<file path="src/rtl/seg7_scan_if.sv">
// Capture/status bundle between a datapath result register and seg7_scan_driver.
// load is taken only in a cycle where busy is low; a load while busy is high is dropped.
interface seg7_scan_if #(
    parameter int DIGITS = 4,
    parameter int DATA_W = 16
);
    logic              load;
    logic [DATA_W-1:0] value;
    logic              hex_mode;
    logic              blank_lz;
    logic              busy;
    logic              overflow;
    logic [6:0]        seg;
    logic [DIGITS-1:0] an;

    modport master (
        output load, value, hex_mode, blank_lz,
        input  busy, overflow, seg, an
    );

    modport slave (
        input  load, value, hex_mode, blank_lz,
        output busy, overflow, seg, an
    );
endinterface

</file>
<file path="src/rtl/seg7_scan_driver.sv">
// Time-multiplexed DIGITS-position 7-segment driver: captures a value, converts it to
// BCD (double dabble) or hex nibbles, then scans it out with blanking and overflow dashes.
module seg7_scan_driver #(
    parameter int DIGITS      = 4,
    parameter int DATA_W      = 16,
    parameter int REFRESH_DIV = 50000
) (
    input  logic       clk,
    input  logic       rst,
    seg7_scan_if.slave bus,
    output logic [1:0] dbg_state
);
    localparam int BCD_DIGITS = (DATA_W * 30103 + 99999) / 100000 + 1;
    localparam int NWIDE      = (BCD_DIGITS > DIGITS) ? BCD_DIGITS : DIGITS;
    localparam int REF_W      = (REFRESH_DIV > 1) ? $clog2(REFRESH_DIV) : 1;
    localparam int IDX_W      = (DIGITS > 1) ? $clog2(DIGITS) : 1;
    localparam int CNT_W      = $clog2(DATA_W + 1);

    typedef enum logic [1:0] {IDLE, CONV, COMMIT} state_t;

    state_t                    state;
    logic                      busy_r;
    logic [CNT_W-1:0]          cnt;
    logic [DATA_W-1:0]         bin_sr;
    logic [4*BCD_DIGITS-1:0]   bcd;
    logic                      hex_l;
    logic                      blz_l;
    logic [DIGITS-1:0][3:0]    disp_digits;
    logic                      disp_ovf;
    logic [DIGITS-1:0]         disp_mask;
    logic                      display_valid;
    logic [REF_W-1:0]          ref_cnt;
    logic [IDX_W-1:0]          scan_idx;
    logic [6:0]                seg_r;
    logic [DIGITS-1:0]         an_r;

    logic [4*BCD_DIGITS-1:0]   adj;
    logic [4*BCD_DIGITS-1:0]   bcd_shift;
    logic [DATA_W-1:0]         bin_shift;
    logic [4*NWIDE-1:0]        wide;
    logic [DIGITS-1:0][3:0]    cm_digits;
    logic                      cm_ovf;
    logic [DIGITS-1:0]         cm_mask;
    logic                      seen;
    logic                      commit;
    logic [DIGITS-1:0][3:0]    nxt_digits;
    logic                      nxt_ovf;
    logic [DIGITS-1:0]         nxt_mask;
    logic                      nxt_valid;
    logic                      ref_wrap;
    logic [IDX_W-1:0]          nxt_idx;
    logic [6:0]                nxt_seg;
    logic [DIGITS-1:0]         nxt_an;

    function automatic logic [6:0] encode(input logic [3:0] d);
        case (d)
            4'h0: encode = 7'h7E;
            4'h1: encode = 7'h30;
            4'h2: encode = 7'h6D;
            4'h3: encode = 7'h79;
            4'h4: encode = 7'h33;
            4'h5: encode = 7'h5B;
            4'h6: encode = 7'h5F;
            4'h7: encode = 7'h70;
            4'h8: encode = 7'h7F;
            4'h9: encode = 7'h7B;
            4'hA: encode = 7'h77;
            4'hB: encode = 7'h1F;
            4'hC: encode = 7'h4E;
            4'hD: encode = 7'h3D;
            4'hE: encode = 7'h4F;
            default: encode = 7'h47;
        endcase
    endfunction

    // One double-dabble step: add 3 to every BCD digit >= 5, then shift in the next binary bit.
    always_comb begin
        adj = bcd;
        for (int i = 0; i < BCD_DIGITS; i++) begin
            if (bcd[4*i +: 4] >= 4'd5) adj[4*i +: 4] = bcd[4*i +: 4] + 4'd3;
        end
        {bcd_shift, bin_shift} = {adj, bin_sr} << 1;
    end

    always_comb begin
        wide = '0;
        if (hex_l) wide[DATA_W-1:0] = bin_sr;
        else       wide[4*BCD_DIGITS-1:0] = bcd;
        cm_ovf = 1'b0;
        for (int i = DIGITS; i < NWIDE; i++) begin
            if (wide[4*i +: 4] != 4'd0) cm_ovf = 1'b1;
        end
        cm_digits = '0;
        for (int i = 0; i < DIGITS; i++) cm_digits[i] = wide[4*i +: 4];
        // Walk down from the top digit; everything above the first nonzero digit is blankable.
        seen    = 1'b0;
        cm_mask = '0;
        for (int i = DIGITS - 1; i >= 1; i--) begin
            if (cm_digits[i] != 4'd0) seen = 1'b1;
            cm_mask[i] = blz_l && !cm_ovf && !seen;
        end
    end

    // seg/an are computed from post-edge state so they always match the registered scan index.
    always_comb begin
        commit     = (state == COMMIT);
        nxt_digits = commit ? cm_digits : disp_digits;
        nxt_ovf    = commit ? cm_ovf : disp_ovf;
        nxt_mask   = commit ? cm_mask : disp_mask;
        nxt_valid  = display_valid | commit;
        ref_wrap   = (ref_cnt == REF_W'(REFRESH_DIV - 1));
        nxt_idx    = scan_idx;
        if (ref_wrap) nxt_idx = (scan_idx == IDX_W'(DIGITS - 1)) ? '0 : scan_idx + IDX_W'(1);
        nxt_seg = 7'h00;
        nxt_an  = '0;
        if (nxt_valid) begin
            nxt_an = DIGITS'(1) << nxt_idx;
            if (nxt_ovf)                nxt_seg = 7'h01;
            else if (!nxt_mask[nxt_idx]) nxt_seg = encode(nxt_digits[nxt_idx]);
        end
    end

    always_ff @(posedge clk or posedge rst) begin
        if (rst) begin
            state         <= IDLE;
            busy_r        <= 1'b0;
            cnt           <= '0;
            bin_sr        <= '0;
            bcd           <= '0;
            hex_l         <= 1'b0;
            blz_l         <= 1'b0;
            disp_digits   <= '0;
            disp_ovf      <= 1'b0;
            disp_mask     <= '0;
            display_valid <= 1'b0;
            ref_cnt       <= '0;
            scan_idx      <= '0;
            seg_r         <= '0;
            an_r          <= '0;
        end else begin
            ref_cnt       <= ref_wrap ? '0 : ref_cnt + REF_W'(1);
            scan_idx      <= nxt_idx;
            disp_digits   <= nxt_digits;
            disp_ovf      <= nxt_ovf;
            disp_mask     <= nxt_mask;
            display_valid <= nxt_valid;
            seg_r         <= nxt_seg;
            an_r          <= nxt_an;
            case (state)
                IDLE: begin
                    if (bus.load) begin
                        bin_sr <= bus.value;
                        hex_l  <= bus.hex_mode;
                        blz_l  <= bus.blank_lz;
                        bcd    <= '0;
                        cnt    <= '0;
                        busy_r <= 1'b1;
                        state  <= bus.hex_mode ? COMMIT : CONV;
                    end
                end
                CONV: begin
                    bcd    <= bcd_shift;
                    bin_sr <= bin_shift;
                    cnt    <= cnt + CNT_W'(1);
                    if (cnt == CNT_W'(DATA_W - 1)) state <= COMMIT;
                end
                COMMIT: begin
                    busy_r <= 1'b0;
                    state  <= IDLE;
                end
                default: state <= IDLE;
            endcase
        end
    end

    assign bus.busy     = busy_r;
    assign bus.overflow = disp_ovf;
    assign bus.seg      = seg_r;
    assign bus.an       = an_r;
    assign dbg_state    = state;
endmodule

</file>
<file path="src/flat_wrapper.sv">
// flat-port wrapper written by rule: the top's interface ports become plain ports
module seg7_scan_driver_flat 
#(
    parameter int DIGITS      = 4,
    parameter int DATA_W      = 16,
    parameter int REFRESH_DIV = 50000
)
  (clk, rst, dbg_state, bus_load, bus_value, bus_hex_mode, bus_blank_lz, bus_busy, bus_overflow, bus_seg, bus_an);
  seg7_scan_if #(.DIGITS(DIGITS), .DATA_W(DATA_W)) bus_i ();
  input  logic clk;
  input  logic rst;
  output logic [1:0] dbg_state;
  input wire logic [$bits(bus_i.load)-1:0] bus_load;
  input wire logic [$bits(bus_i.value)-1:0] bus_value;
  input wire logic [$bits(bus_i.hex_mode)-1:0] bus_hex_mode;
  input wire logic [$bits(bus_i.blank_lz)-1:0] bus_blank_lz;
  output wire logic [$bits(bus_i.busy)-1:0] bus_busy;
  output wire logic [$bits(bus_i.overflow)-1:0] bus_overflow;
  output wire logic [$bits(bus_i.seg)-1:0] bus_seg;
  output wire logic [$bits(bus_i.an)-1:0] bus_an;
  assign bus_i.load = bus_load;
  assign bus_i.value = bus_value;
  assign bus_i.hex_mode = bus_hex_mode;
  assign bus_i.blank_lz = bus_blank_lz;
  assign bus_busy = bus_i.busy;
  assign bus_overflow = bus_i.overflow;
  assign bus_seg = bus_i.seg;
  assign bus_an = bus_i.an;
  seg7_scan_driver #(.DIGITS(DIGITS), .DATA_W(DATA_W), .REFRESH_DIV(REFRESH_DIV)) u_core (.clk(clk), .rst(rst), .bus(bus_i), .dbg_state(dbg_state));
endmodule
</file>
<file path="config.mk">
export PLATFORM = sky130hd
export DESIGN_NAME = seg7_scan_driver_flat
export DESIGN_NICKNAME = d
export VERILOG_FILES = /design/src/rtl/seg7_scan_if.sv /design/src/rtl/seg7_scan_driver.sv /design/src/flat_wrapper.sv
export SDC_FILE = /design/constraint.sdc
export NUM_CORES = 1
export LEC_CHECK = 0
export ABC_AREA = 1
export CAP_MARGIN = 20
export CORE_MARGIN = 2
export CORE_UTILIZATION = 54
export DETAILED_ROUTE_END_ITERATION = 8
export PLACE_DENSITY_LB_ADDON = 0.1
export SETUP_SLACK_MARGIN = 0.05
export SYNTH_ARGS = -nofsm -noshare
export SYNTH_HDL_FRONTEND = slang
export SYNTH_SLANG_ARGS = --single-unit
</file>
<file path="constraint.sdc">
create_clock -name clk -period 3.8 [get_ports clk]
set_clock_uncertainty 0.1 [all_clocks]
set_input_delay 1.14 -clock clk [delete_from_list [all_inputs] [get_ports clk]]
set_output_delay 1.14 -clock clk [all_outputs]
set_load 0.05 [all_outputs]
</file>
## Word level (Yosys, flattened, before mapping)

Memories as Yosys holds them, arrays and structs flattened.
Index checks and enable logic that the tools add are counted.

| word-level totals | value |
|---|---|
| bits in registers | 101 |
| memory bits (read-only) | 112 |
| bits of input ports | 21 |
| output and inout port bits | 15 |
| memories kept | 1 |

Memories:

| name | depth | bits a word | rd ports | clocked after memory_dff | write ports | RTL line | RTL |
|---|---|---|---|---|---|---|---|
| (name not given) | 16 | 7 | 1 | 0 | 0 | seg7_scan_driver.sv:56 | `case (d)` |

| cells by class | value |
|---|---|
| add/sub/neg operators | 9 |
| magnitude comparators | 7 |
| equality and inequality tests | 7 |
| shifts and indexed selects | 1 |
| mux-type cells | 39 |
| bitwise logic cells | 1 |
| reduce and logical (&&, ||, !) cells | 20 |

Operators with widths:

| cell | number |
|---|---|
| $mux W16 | 4 |
| $pmux W24 S2 | 1 |
| $mux W4 | 8 |
| $pmux W16 S2 | 1 |
| $ge A4 B3 Y1 const B | 6 |
| $mux W24 | 1 |
| $mux W7 | 3 |
| $add A4 B2 Y4 const B | 5 |
| $reduce_bool A4 Y1 | 5 |
| $add A16 B1 Y16 const B | 1 |
| $eq A16 B16 Y1 const B | 1 |
| $mux W2 | 5 |
| $pmux W5 S2 | 1 |
| $bmux W4 S2 | 1 |
| $mux W1 | 8 |
| $mux W8 | 1 |
| $reduce_and A2 Y1 | 4 |
| $add A5 B1 Y5 const B | 1 |
| $eq A5 B4 Y1 const B | 1 |
| $mux W5 | 1 |
| $eq A2 B2 Y1 const B | 2 |
| $logic_and A1 B1 Y1 | 4 |
| $logic_not A1 Y1 | 4 |
| $pmux W2 S2 | 1 |
| 13 further kinds | 14 |

## Depth between registers and ports, before layout

Gate-level depths: netlist of the first run.

| logic depth | value |
|---|---|
| depth after elaboration | 13 |
| mapped depth | 18 |
| gate-level depth less buffers | 17 |

## Least setup slack after synthesis of the first run

Ideal clock, no wire load.

| timing | value |
|---|---|
| path kind | reg-to-reg |
| start | register u_core.state[1] (netlist: u_core.dbg_state[1]) |
| end | register u_core.seg_r[1] (netlist: u_core.bus.seg[1]) |
| setup time | 119 ps |
| data arrival time | 2218 ps |
| path slack | 1363 ps |
| stages on the path, launching flop included | 14 |
| buffers on the path | 2 |
| clock period less this slack | 2437 ps |
| path through | dfrtp_1 > inv_1 > nor2_1 > buf_4 > buf_4 > o21ai_0 > o21ai_0 > nand2_2 > nand2_1 > nor2_2 > ha_1 > or2_0 > a21oi_1 > nor2_1 |

RTL lines:

| item | RTL line | RTL |
|---|---|---|
| from (decl) | seg7_scan_driver.sv:21 | `state_t state;` |
| from (signal assigned) | seg7_scan_driver.sv:158 | `state <= bus.hex_mode ? COMMIT : CONV;` |
| to (signal assigned) | seg7_scan_driver.sv:147 | `seg_r <= nxt_seg;` |
| to (decl) | seg7_scan_driver.sv:34 | `logic [6:0] seg_r;` |

## Worst setup path in the final report of the first run

| timing | value |
|---|---|
| start | input bus_load |
| end | register u_core.bcd[21] |

| between the ends | value |
|---|---|
| cells in the longest elaborated chain, start to end | 2 |

RTL lines:

| item | RTL line | RTL |
|---|---|---|
| from (decl) | flat_wrapper.sv:13 | `input wire logic [$bits(bus_i.load)-1:0] bus_load;` |
| $ne A2 B2 Y1 (no source line) | - |  |
| $reduce_and A2 Y1 (no source line) | - |  |
| to (signal assigned) | seg7_scan_driver.sv:162 | `bcd <= bcd_shift;` |
| to (decl) | seg7_scan_driver.sv:25 | `logic [4*BCD_DIGITS-1:0] bcd;` |

Every way passes these cells.
A chain may end at the register's enable or synchronous reset.

==> key figures, run 1 <==
Status
  – Status: finished, final reports clean

Setup path
  – Worst path top cell family by delay: simple AND/OR/NAND/NOR gates
  – CP required: 3.97 ns
  – Cells along the critical path: clkdlybuf4s50_1 -> nand2_1 -> nor2_1 -> nor2_1 -> clkinv_1 -> buf_4 -> o22ai_1
  – Slowest-stage cell, CP: nor2_1
  – Capturing point of the worst reg2reg path: u_core.bin_sr[5]
  – CP Buf/Inv Count: 3
  – Worst setup path endpoint: u_core.bcd[21]
  – Worst Setup Path Type: in2reg
  – Slowest stage delay, CP: approximately 0.6 ns
  – CP startpoint: bus_load
  – Reg-to-reg setup timing slack: roughly 0.8 ns
  – Startpoint types: input pin
  – Reg2Reg Depth: 6
  – Crit path DAT: 3.42 ns
  – CP dominant cell by count: nor2_1
  – Reg2Reg Launch Point: u_core.dbg_state[0]
  – Crit path max fanout: 34
  – Critical path depth: 7
  – CP endpoint kind: flop

Die
  – Area of the core: 9774 um^2
  – Number of I/O pins: 36
  – Die Area: ~11,000 um^2
  – Die Height: roughly 100 um
  – Std cell rows: 36
  – Initial core utilization: 0.5582
  – DIE WIDTH: ~100 um

Drt
  – DR vias: approximately 4.5k
  – Via-per-instance ratio: 5.355
  – Antenna Violating Nets Remaining: 0
  – DRC Markers: 0
  – Pre-antenna DRT Iters: 4
  – Wire per inst: between 10 and 15 um
  – Iteration-0 DRC Markers: 200
  – Post-Route WL: 11,770 um

CTS
  – Post-CTS setup buffer count: 0
  – Total CTS buffers: 9
  – Clk_lat worst skew: ~0.37 ns
  – Hold Buf Count CTS: 0
  – Level count of the clock H-tree: 3
  – CTS Buffer Depth: 2
  – TritonCTS sink count: roughly 100
  – Root buffer cell: clkbuf_8
  – Clock-pin slew on the worst setup and hold paths: about 0.1 ns
  – Post-cts resize count: 0
  – CTS tree: done

Logic synthesis
  – Count leader, synth: nand2_1
  – Post-synthesis cell count: between 600 and 700
  – Post-synth cell types: 44
  – Synth area leader: dfrtp_1
  – Syn Area/Cell: about 8.2 um^2
  – Top post-synthesis cells by count: 146 x nand2_1, 101 x dfrtp_1, 84 x nor2_1
  – Syn Std Cell Area: 5456 um^2
  – Asr flop ratio synth: 1.000
  – Synth Flop Type: dfrtp_1
  – Number of synthesized register bits: around 100
  – EDFF count, synth: 0
  – Syn_nets: slightly above 700
  – Post-synthesis sequential area ratio: 0.4632
  – Top-area cell type share of the netlist area: 0.4632
  – Ys Warns: 0
  – Largest cells by area after synthesis: dfrtp_1 46%, nand2_1 10%, nor2_1 5.8%, o21ai_0 5.6%, ha_1 5.0%

Placement
  – Buffers added on ports: 35
  – Dpl hpwl: ~8300 um
  – GP Congestion: between 0.8 and 0.9

STA
  – Worst-margin pin slew: 0.9943 ns
  – Fin crit share: 0.8562
  – Slew HR: 0.3331
  – TNS Setup: 0 ns
  – Fin. max-slew vios: 0
  – RSZ-0062 raised after global routing: false
  – Final hold violation count: 0
  – Max Fclk: 307.4 MHz
  – Finish-stage setup viols: 0
  – Tmin final: between 3 and 4 ns

Global routing
  – Total grt overflow: 0
  – Vias in the first global route: approximately 4.4k
  – GRT Total Usage: 0.2285
  – First-pass GRT wire length: between 20,000 and 25,000 um
  – Antenna violations before repair: 0
  – Largest net degree at the start of global routing: approximately 100

Layout
  – Area grow syn2layout: 12.73%
  – Share of layout cells above drive strength 1: 0.09490
  – Final core utilization: 0.6293
  – Final nets: ~740
  – Diodes inserted: 0

Min path
  – Min-Delay Path Class: reg2reg

Power and ir drop
  – Lkg Pwr: 2.879 nW
  – Worst VDD drop: around 540 uV
  – Total power draw: roughly 4.2 mW
  – Pwr Density: 689.8 nW/um^2

Run
  – Number of max-cap violations: 0
logic make-up (layout without fill, tap and decap cells):
group / Yosys count / in the layout / share of synthesized area
AO/OA/AOI/OAI: 134 / 134 / 0.1410
flip-flops: 101 / 101 / 0.4632
XOR/XNOR: 11 / 11 / 0.01766
adder cells (fa/ha/maj): 22 / 22 / 0.05045
buffers and inverters: 96 / 133 / 0.07177
AND/OR/NAND/NOR: 305 / 305 / 0.2559
layer usage:
metal	share of wire	GRT usage	routed length [um]	vias to the layer above
li1	-	-	-	2244
met1	0.47	0.3050	5553	2152
met2	0.48	0.3828	5653	79
met3	0.034	0.04135	402	18
met4	0.014	0.06371	165	0
met5	0	0	0	-
worst register-to-register path: stages, from the launching register on:
cell,delay [ns]
dfrtp_1,0.44
inv_1,0.06
nor2_1,0.41
buf_4,0.34
clkinv_1,0.83
o22ai_1,0.59
a21oi_1,0.08
stage by stage:
stage | cell area, um^2 | hold WS, ns | worst slack (ns) | instances
3_3_place_gp | 5927 | 0.3623 | 0.2641 | 823
4_1_cts | 6151 | 0.3904 | 0.4878 | 839
5_1_grt | 6151 | 0.4083 | 0.2764 | 839
6_report | 6151 | 0.3860 | 0.5465 | 839
2_1_floorplan | 5460 | 0.3445 | 1.356 | 669
3_5_place_dp | 5927 | 0.3662 | 0.1042 | 823
how the worst min path moves through the flow:
| stage | cells past startpoint | from | end | slack (ns) |
|---|---|---|---|---|
| global route | 2 | u_core.disp_digits[7] | u_core.disp_digits[7] | 0.41 |
| finish | 2 | u_core.disp_digits[7] | u_core.disp_digits[7] | 0.39 |
| detailed placement | 2 | u_core.disp_mask[1] | u_core.disp_mask[1] | 0.37 |
| floorplan | 2 | u_core.disp_mask[2] | u_core.disp_mask[2] | 0.34 |
| CTS | 2 | u_core.disp_mask[1] | u_core.disp_mask[1] | 0.39 |
| global placement | 2 | u_core.disp_mask[1] | u_core.disp_mask[1] | 0.36 |
power by group:
group | switching [mW] | internal, mW | total [mW]
Sequential | 0.201 | 1.38 | 1.58
Clock | 0.375 | 0.388 | 0.763
Combinational | 1.28 | 0.626 | 1.90
Total | 1.85 | 2.39 | 4.24
placed cells by master, fill, tap and decap left out, types with 11 or more instances in the layout:
| cell | n |
|---|---|
| ha_1 | 22 |
| o21ai_0 | 61 |
| nand3_1 | 23 |
| inv_1 | 70 |
| nor2_1 | 84 |
| a21oi_1 | 28 |
| xor2_1 | 11 |
| nand2_1 | 146 |
| dfrtp_1 | 101 |
| clkdlybuf4s50_1 | 35 |
| o22ai_1 | 17 |
layout make-up:
cell class | count | area (um^2)
timing repair buffer | 40 | 400.4
clock buffer | 10 | 137.6
multi-input combinational | 472 | 2537
clock inverter | 6 | 86.33
sequential | 101 | 2527
fill | 887 | 3623
tap | 133 | 166.4
inverter | 77 | 295.3
sequential cells by signal, summed over array words and instances, names as in the netlist, 2 cells and up:
register / flops
u_core.bin_sr: 16
u_core.disp_mask: 4
u_core.bus.seg: 7
u_core.bus.an: 4
u_core.cnt: 5
u_core.dbg_state: 2
u_core.disp_digits: 16
u_core.scan_idx: 2
u_core.bcd: 24
u_core.ref_cnt: 16
Power figures use the tool's default switching activity.
==> inputs of run 2 (changes only) <==
--- a/config.mk
+++ b/config.mk
@@ -8,8 +8,9 @@
 export ABC_AREA = 1
 export CAP_MARGIN = 20
 export CORE_MARGIN = 2
-export CORE_UTILIZATION = 54
+export CORE_UTILIZATION = 58
 export DETAILED_ROUTE_END_ITERATION = 8
+export DONT_BUFFER_PORTS = 1
 export PLACE_DENSITY_LB_ADDON = 0.1
 export SETUP_SLACK_MARGIN = 0.05
 export SYNTH_ARGS = -nofsm -noshare
==> key figures, run 2 (synthesis gave the netlist of run 1 again) <==
Placement
  – GP Congestion: 0.8418 (was 0.8223)
  – Dpl hpwl: 7819 um (was 8269 um)
  – Buffers added on ports: 0 (was 35)
  – Placed inst area: 5572 um^2 (was 5927 um^2)
  – Placed cell count: 769 (was 823)

Layout
  – Fill cell count: 811 (was 887)
  – Diodes inserted: 0 (unchanged)
  – Final nets: 712 (was 744)
  – Share of layout cells above drive strength 1: 0.1039 (was 0.09490)
  – Area grow syn2layout: 5.847% (was 12.73%)
  – Most frequent cells in the layout: 146 x nand2_1, 101 x dfrtp_1, 84 x nor2_1 (unchanged)
  – Max FFs per register: 24 (unchanged)
  – Final Non-Filler Cells: 785 (was 839)
  – Largest reg by FF count: u_core.bcd (unchanged)
  – Finished layout cell area: 5776 um^2 (was 6151 um^2)
  – Commonest non-fill, non-tap cell in the layout: nand2_1 (unchanged)

CTS
  – Clk_lat worst skew: 0.36 ns (was 0.37 ns)
  – Level count of the clock H-tree: 3 (unchanged)
  – TritonCTS sink count: 101 (unchanged)
  – CTS tree: done (unchanged)
  – Total CTS buffers: 9 (unchanged)
  – Post-cts resize count: 0 (unchanged)
  – Hold Buf Count CTS: 0 (unchanged)
  – CTS Buffer Depth: 2 (unchanged)
  – Root buffer cell: clkbuf_8 (unchanged)
  – Clock-pin slew on the worst setup and hold paths: 0.10 ns (about the same)
  – Post-CTS setup buffer count: 0 (unchanged)

Drt
  – Wire per inst: 14.26 um (was 14.03 um)
  – Pre-antenna DRT Iters: 4 (unchanged)
  – DRC Markers: 0 (unchanged)
  – Via-per-instance ratio: 5.548 (was 5.355)
  – Iteration-0 DRC Markers: 202 (was 200)
  – Post-Route WL: 11,190 um (was 11,770 um)
  – Antenna Violating Nets Remaining: 0 (unchanged)
  – DR vias: 4,355 (was 4,493)

Global routing
  – Vias in the first global route: 4,148 (was 4,400)
  – Total grt overflow: 0 (unchanged)
  – GRT Total Usage: 0.2396 (was 0.2285)
  – First-pass GRT wire length: 19,440 um (was 20,420 um)
  – Largest net degree at the start of global routing: 102 (unchanged)
  – Antenna violations before repair: 0 (unchanged)

Die
  – Initial core utilization: 0.5933 (was 0.5582)
  – Die Area: 10,200 um^2 (was 10,920 um^2)
  – Die Height: 101.0 um (was 104.5 um)
  – DIE WIDTH: 101.0 um (was 104.5 um)
  – Number of I/O pins: 36 (unchanged)
  – Area of the core: 9196 um^2 (was 9774 um^2)
  – Std cell rows: 35 (was 36)

Setup path
  – Slowest stage delay, CP: 0.71 ns (was 0.60 ns)
  – CP endpoint kind: flop (unchanged)
  – Crit path max fanout: 23 (was 34)
  – Cells along the critical path: nor2_1 -> buf_4 -> inv_1 -> o21ai_0 -> nand3_1 -> nand2_1 -> nor2_4 -> inv_1 -> ha_1 -> nand2_1 -> nand2_1 -> nand2_1 -> nand2_1 -> a21oi_2 (was clkdlybuf4s50_1 -> nand2_1 -> nor2_1 -> nor2_1 -> clkinv_1 -> buf_4 -> o22ai_1)
  – Startpoint types: flop (was input pin)
  – Worst Setup Path Type: reg2reg (was in2reg)
  – Reg2Reg Launch Point: u_core.dbg_state[0] (unchanged)
  – Reg2Reg Depth: 14 (was 6)
  – Slowest-stage cell, CP: dfrtp_1 (was nor2_1)
  – CP required: 3.99 ns (was 3.97 ns)
  – CP dominant cell by count: nand2_1 (was nor2_1)
  – Crit path DAT: 3.27 ns (was 3.42 ns)
  – Capturing point of the worst reg2reg path: u_core.bus.seg[0] (was u_core.bin_sr[5])
  – Reg-to-reg setup timing slack: 0.71 ns (was 0.82 ns)

Power and ir drop
  – Lkg Pwr: 2.749 nW (was 2.879 nW)
  – Total power draw: 4.073 mW (was 4.243 mW)
  – Worst VDD drop: 378.3 uV (was 537.8 uV)
  – Pwr Density: 705.3 nW/um^2 (was 689.8 nW/um^2)

Run
  – Number of max-cap violations: 0 (unchanged)

STA
  – Fin. max-slew vios: 0 (unchanged)
  – Worst-margin pin slew: 0.8275 ns (was 0.9943 ns)
  – Final hold violation count: 0 (unchanged)
  – Fin crit share: 0.8129 (was 0.8562)
  – Max Fclk: 323.7 MHz (was 307.4 MHz)
  – TNS Setup: 0 ns (unchanged)
  – Finish-stage setup viols: 0 (unchanged)
  – RSZ-0062 raised after global routing: false (unchanged)
  – Tmin final: 3.089 ns (was 3.254 ns)
  – Worst hold margin: 0.3943 ns (was 0.3860 ns)
  – Slew HR: 0.4463 (was 0.3331)

Min path
  – Hold wc startpoint: u_core.disp_digits[9] (was u_core.disp_digits[7])
  – Min-Delay Path Class: reg2reg (unchanged)
  – WHS Endpoint: u_core.disp_digits[9] (was u_core.disp_digits[7])
  – Hold-critical path depth: 2 (unchanged)

Status
  – Status: finished, final reports clean (unchanged)
==> run 2: cell types whose count changed in the layout (fill, tap and decap cells not counted) <==
cell / delta
clkinv_4: -1
buf_4: +3
inv_6: +3
inv_8: +1
bufinv_16: -1
clkdlybuf4s50_1: -35
clkinv_2: -1
clkbuf_8: -1
==> run 2: power breakdown <==
part / total [mW] / switching, mW / internal, mW / leakage [nW]
Clock: 0.706 / 0.391 / 0.315 / 0.103
Combinational: 1.60 / 1.06 / 0.539 / 1.34
Sequential: 1.76 / 0.389 / 1.38 / 1.30
==> run 2: worst max-delay path: cells and delay by family (launching register included) <==
kind                     cells  cell delay (ns)
AO/OA/AOI/OAI                2             0.37
adder cells (fa/ha/maj)      1             0.20
buffers and inverters        3             0.83
flip-flops                   1             0.71
AND/OR/NAND/NOR              8             0.79
==> run 2: stage by stage <==
step                utilization  worst slack (ns)
CTS                      0.6280            0.7080
global route             0.6280            0.3884
finish                   0.6280            0.7109
detailed placement       0.6059            0.5125
global placement         0.6059            0.6624
floorplan                     -             1.356
==> run 2: worst max-delay path by stage <==
| stage | end | slack, ns | startpoint | cells after the start |
|---|---|---|---|---|
| after floorplan | u_core.bcd[0] | 1.36 | rst | 1 |
| after global placement | u_core.bin_sr[6] | 0.66 | bus_load | 7 |
| after detailed placement | u_core.bcd[2] | 0.51 | bus_load | 6 |
| after CTS | u_core.bus.seg[0] | 0.71 | u_core.dbg_state[0] | 14 |
| after global routing | u_core.bus.seg[3] | 0.39 | u_core.dbg_state[0] | 14 |
| final | u_core.bus.seg[0] | 0.71 | u_core.dbg_state[0] | 14 |
==> run 2: final cells by class <==
| type | count | area, um^2 | share of cell area |
|---|---|---|---|
| Multi-Input combinational cell | 472 | 2537 | 0.4393 |
| Clock buffer | 9 | 123.9 | 0.02145 |
| Tap cell | 111 | 138.9 | 0.02405 |
| Clock inverter | 7 | 80.08 | 0.01386 |
| Sequential cell | 101 | 2527 | 0.4376 |
| Inverter | 77 | 295.3 | 0.05113 |
| Timing Repair Buffer | 8 | 72.57 | 0.01256 |
==> run 2: metal layers <==
| metal | GRT usage | wire length, um | part of all wire |
|---|---|---|---|
| met1 | 0.3282 | 5373 | 0.48 |
| met2 | 0.3908 | 5293 | 0.47 |
| met3 | 0.04300 | 367 | 0.033 |
| met4 | 0.07277 | 157 | 0.014 |
| met5 | 0 | 0 | 0 |
